===== src/rtl/mem_lsu.sv =====
// MEM-stage load/store unit: sizes, aligns and sequences one data-memory access per
// instruction through IDLE -> REQ -> DONE. Optional bus timeout guarded by LSU_TIMEOUT_EN.
module mem_lsu (
  input  logic        clk,
  input  logic        reset,
  input  logic        MemReadM,
  input  logic        MemWriteM,
  input  logic [2:0]  Funct3M,
  input  logic [31:0] ALUResultM,
  input  logic [31:0] WriteDataM,
  output logic        dmem_req,
  output logic        dmem_we,
  output logic [31:0] dmem_addr,
  output logic [31:0] dmem_wdata,
  output logic [3:0]  dmem_wstrb,
  input  logic        dmem_ack,
  input  logic [31:0] dmem_rdata,
  output logic [31:0] ReadDataM,
  output logic        StallM,
  output logic        MisalignM,
  output logic        BusErrM
);
  typedef enum logic [1:0] {IDLE, REQ, DONE} state_t;
  state_t state;

  logic        is_load, is_store, access, illegal, start;
  logic [1:0]  ofs;
  logic [7:0]  rbyte;
  logic [15:0] rhalf;
  logic [31:0] fmt;

  assign ofs      = ALUResultM[1:0];
  assign is_load  = MemReadM;
  assign is_store = MemWriteM & ~MemReadM;
  assign access   = MemReadM | MemWriteM;

  always_comb begin
    illegal = 1'b0;
    case (Funct3M)
      3'b000, 3'b100: illegal = 1'b0;
      3'b001, 3'b101: illegal = ofs[0];
      3'b010:         illegal = |ofs;
      default:        illegal = 1'b1;
    endcase
    // stores have no unsigned variants
    if (is_store && Funct3M[2]) illegal = 1'b1;
  end

  assign start     = (state == IDLE) & access & ~illegal;
  assign StallM    = start | (state == REQ);
  assign MisalignM = (state == IDLE) & access & illegal;
  assign dmem_req  = (state == REQ);
  assign dmem_we   = (state == REQ) & is_store;
  assign dmem_addr = {ALUResultM[31:2], 2'b00};

  always_comb begin
    dmem_wstrb = 4'b0000;
    dmem_wdata = WriteDataM;
    case (Funct3M[1:0])
      2'b00: begin
        dmem_wstrb = 4'b0001 << ofs;
        dmem_wdata = {4{WriteDataM[7:0]}};
      end
      2'b01: begin
        dmem_wstrb = 4'b0011 << {ofs[1], 1'b0};
        dmem_wdata = {2{WriteDataM[15:0]}};
      end
      2'b10:   dmem_wstrb = 4'b1111;
      default: dmem_wstrb = 4'b0000;
    endcase
    if (!is_store) dmem_wstrb = 4'b0000;
  end

  always_comb begin
    case (ofs)
      2'd0:    rbyte = dmem_rdata[7:0];
      2'd1:    rbyte = dmem_rdata[15:8];
      2'd2:    rbyte = dmem_rdata[23:16];
      default: rbyte = dmem_rdata[31:24];
    endcase
    rhalf = ofs[1] ? dmem_rdata[31:16] : dmem_rdata[15:0];
    case (Funct3M)
      3'b000:  fmt = {{24{rbyte[7]}}, rbyte};
      3'b001:  fmt = {{16{rhalf[15]}}, rhalf};
      3'b100:  fmt = {24'h0, rbyte};
      3'b101:  fmt = {16'h0, rhalf};
      default: fmt = dmem_rdata;
    endcase
  end

`ifdef LSU_TIMEOUT_EN
  logic [7:0] cnt;
  logic       bus_err;
  assign BusErrM = bus_err;
`else
  assign BusErrM = 1'b0;
`endif

  always_ff @(posedge clk) begin
    if (!reset) begin
      state     <= IDLE;
      ReadDataM <= 32'h0;
`ifdef LSU_TIMEOUT_EN
      cnt       <= 8'h0;
      bus_err   <= 1'b0;
`endif
    end else begin
`ifdef LSU_TIMEOUT_EN
      bus_err <= 1'b0;
`endif
      case (state)
        IDLE: if (start) begin
          state <= REQ;
`ifdef LSU_TIMEOUT_EN
          cnt   <= 8'h0;
`endif
        end
        REQ: begin
          if (dmem_ack) begin
            state <= DONE;
            if (is_load) ReadDataM <= fmt;
          end
`ifdef LSU_TIMEOUT_EN
          // the 255th unacknowledged REQ cycle gives up on the bus
          else if (cnt == 8'd254) begin
            state   <= DONE;
            cnt     <= 8'd255;
            bus_err <= 1'b1;
            if (is_load) ReadDataM <= 32'h0;
          end else begin
            cnt <= cnt + 8'd1;
          end
`endif
        end
        DONE:    state <= IDLE;
        default: state <= IDLE;
      endcase
    end
  end
endmodule


===== config.mk =====
export PLATFORM = sky130hd
export DESIGN_NAME = mem_lsu
export DESIGN_NICKNAME = d
export VERILOG_FILES = /design/src/rtl/mem_lsu.sv
export SDC_FILE = /design/constraint.sdc
export NUM_CORES = 1
export LEC_CHECK = 0
export ABC_AREA = 1
export CELL_PAD_IN_SITES_DETAIL_PLACEMENT = 0
export CELL_PAD_IN_SITES_GLOBAL_PLACEMENT = 1
export CORE_MARGIN = 3
export CORE_UTILIZATION = 21
export DETAILED_ROUTE_END_ITERATION = 16
export GPL_TIMING_DRIVEN = 1
export PLACE_DENSITY = 0.88
export SLEW_MARGIN = 25
export SYNTH_ARGS = -nofsm -noshare
export SYNTH_HDL_FRONTEND = slang
export SYNTH_SLANG_ARGS = --single-unit
export TNS_END_PERCENT = 1

===== constraint.sdc =====
create_clock -name clk -period 1.47 [get_ports clk]
set_input_delay 0.2205 -clock clk [delete_from_list [all_inputs] [get_ports clk]]
set_output_delay 0.2205 -clock clk [all_outputs]
set_load 0.05 [all_outputs]

==> flow_summary.toml <==
[timing]
min_period_over_period = 0.9868
finalSetupViolCount = 0
period_needed_ns = 1.451
finClkSkew_ns = 0.003957
hold_viol_final = 0
rsz0062_at_grt = "true"
hold_slack_ns = 0.4410
drv_slew = 0
fmax_mhz = 689.4

[synth]
yosys.area.top_type = "dfxtp_1"
async_reset_ff_frac = 0
synthTopCellsByArea = "dfxtp_1 26%, nand2_1 16%, buf_4 12%"
synthesis.area_um2 = 2631
synth_top_area_share = 0.2587
syn_inst = 400
avgSynthCellArea_um2 = 6.578
seq_area_frac_synth = 0.2587
ys_ff_latch = 34
synth-edff-count = 0
yosysUniqueCellTypes = 35
ys.flop_type = "dfxtp_1"
yosys_warnings = 0

[global_routing]
track_usage = 0.1562
antenna_found_initial = 0
first_global_vias = 3285
grt_first_pass_wirelength_mm = 17.74
grt_max_degree = 34
grt_overflow = 0

[critical_path]
rr_worst_depth = 8
crit_arrival_ns = 1.23
required_ns = 1.25
endpoint_kind = "primary output"
crit_fanout = 2
cp-start-kind = "register"
worst-setup-path-type = "reg2out"

[clock_tree]
cts_sinks = 34
tritoncts = "yes"
cts.path.max_buffers = 2
clockRootBuffer = "clkbuf_16"
clk_pin_slew_ns = 0.05
cts_buffers = 5
htree_levels = 2
clk_latency_ns = 0.27

[pwr]
vdd_drop_max_v = 0.0004365
intPower_mw = 2.424
power_density_nw_per_um2 = 683.7
p_seq_frac = 0.267
switching_share = 0.3459
power.switching_mw = 1.282
p_leak_nw = 2.421
pwr-share-comb = 0.470
clkPwrFrac = 0.263

[finish]
design_area_um2 = 5421
diodes = 0
area_growth_pct = 106.0
layout_common_cells = "108 x nand2_1, 72 x buf_12, 64 x clkdlybuf4s50_1, 58 x buf_4, 49 x o21ai_0"
fin_nets = 664
layout-drive-gt1-share = 0.3732
final_common_cell = "nand2_1"

[placement]
dpl_cell_area_um2 = 4974
dp_hpwl_mm = 8.709
place.port_buffers = 145
place_congestion = 0.9042

[route]
drt_iter0_drc = 137
wl_per_cell_um = 15.04
dr.pass1.iters = 5
vias = 3132
drtAntennaViolNets = 0
wirelength_mm = 10.95
drt_drc_violations_left = 0
via_per_inst = 4.302

[job]
maxCapViolations = 0

[floorplan]
io_pins = 209
dieArea_um2 = 13910
rows = 40
core_um2 = 12110
floorplan.initialDensity = 0.2173
fp.dieH_um = 117.9
die_width_um = 117.9

[min_path]
min_path_cells = 0
holdCritPathClass = "in2out"

[run_status]
status = "finished, final reports clean"
==> cell type report <==
cell class,count,area [um2]
fillers,1157,6690
repair buffers,212,2746
multi-input cells,271,1498
flip-flops and latches,34,683.2
well taps,168,210.2
inverters,36,151.4
clock buffers,7,132.6
==> cell families (layout without fill, tap and decap cells) <==
logic type             count (synthesis)  in the layout  synth area share
other                                  1              3          0.001425
AOI/OAI and AO/OA                    117            117            0.2653
DFF                                   34             34            0.2587
and+or+nand+nor                      151            151            0.2596
buffers and inverters                 97            255            0.2149
==> worst paths after layout <==
path	slack [ns]	to	from
setup reg to reg	0.03	state[0]	state[1]
hold reg to reg	0.55	ReadDataM[2]	ReadDataM[2]
hold / removal	0.44	dmem_addr[15]	ALUResultM[15]
setup / recovery	0.02	StallM	state[1]
==> worst max-delay path, cell delays in order (launching register included) <==
cell	delay [ns]
dfxtp_2	0.33
nor2_2	0.11
o21ai_2	0.07
nand3b_1	0.20
nand2_2	0.11
buf_12	0.13
==> Yosys cell counts, types with 3 or more instances <==
library cell  instances
a21oi_1              29
buf_2                 9
buf_4                41
clkbuf_1              6
dfxtp_1              34
inv_1                31
inv_2                 4
nand2_1             112
nand2_2               3
nand3_1              11
nor2_1               10
nor2_4                4
o211ai_1              6
o21ai_0              56
o21ai_1               5
o21bai_1              6
o21bai_2             10
==> layer usage <==
metal	GRT usage	up-vias	part of all wire	wire, um
li1	-	1571	-	-
met1	0.1917	1436	0.42	4602
met2	0.2727	95	0.51	5541
met3	0.02931	30	0.046	504
met4	0.05421	0	0.027	301
met5	0	-	0	0
==> metrics by stage <==
step                  util  setup WS [ns]  TNS (ns)  cells  total power, mW
global placement    0.4106        -0.4510    -18.29    703            2.621
detailed placement  0.4106        -0.5185    -20.64    703            2.635
finish              0.4476        0.01939         0    728            3.706
CTS                 0.4454       -0.02061  -0.02061    726            3.716
floorplan                -        -0.1995    -1.748    402            1.962
global route        0.4476       -0.03572  -0.09886    728            3.852
==> timing repair <==
item                       CTS  global route
setup buffers               15             2
cloned                       1             0
setup endpoints to repair   55            35
pin swaps                    9             7
hold buffers                 0             0
resized for setup           53            26
==> power groups by stage <==
stage          clock, mW  combinational [mW]  sequential [mW]
3_3_place_gp           0                1.62             1.01
6_report           0.976                1.74            0.990
5_1_grt             1.03                1.82            0.994
3_5_place_dp           0                1.63             1.01
4_1_cts            0.992                1.74            0.988
2_1_floorplan          0               0.871             1.09
==> sequential cells by signal, indices dropped and copies added (netlist names) <==
signal	flops
ReadDataM	32
state	2
No activity file was read; power rests on OpenSTA's default activity.
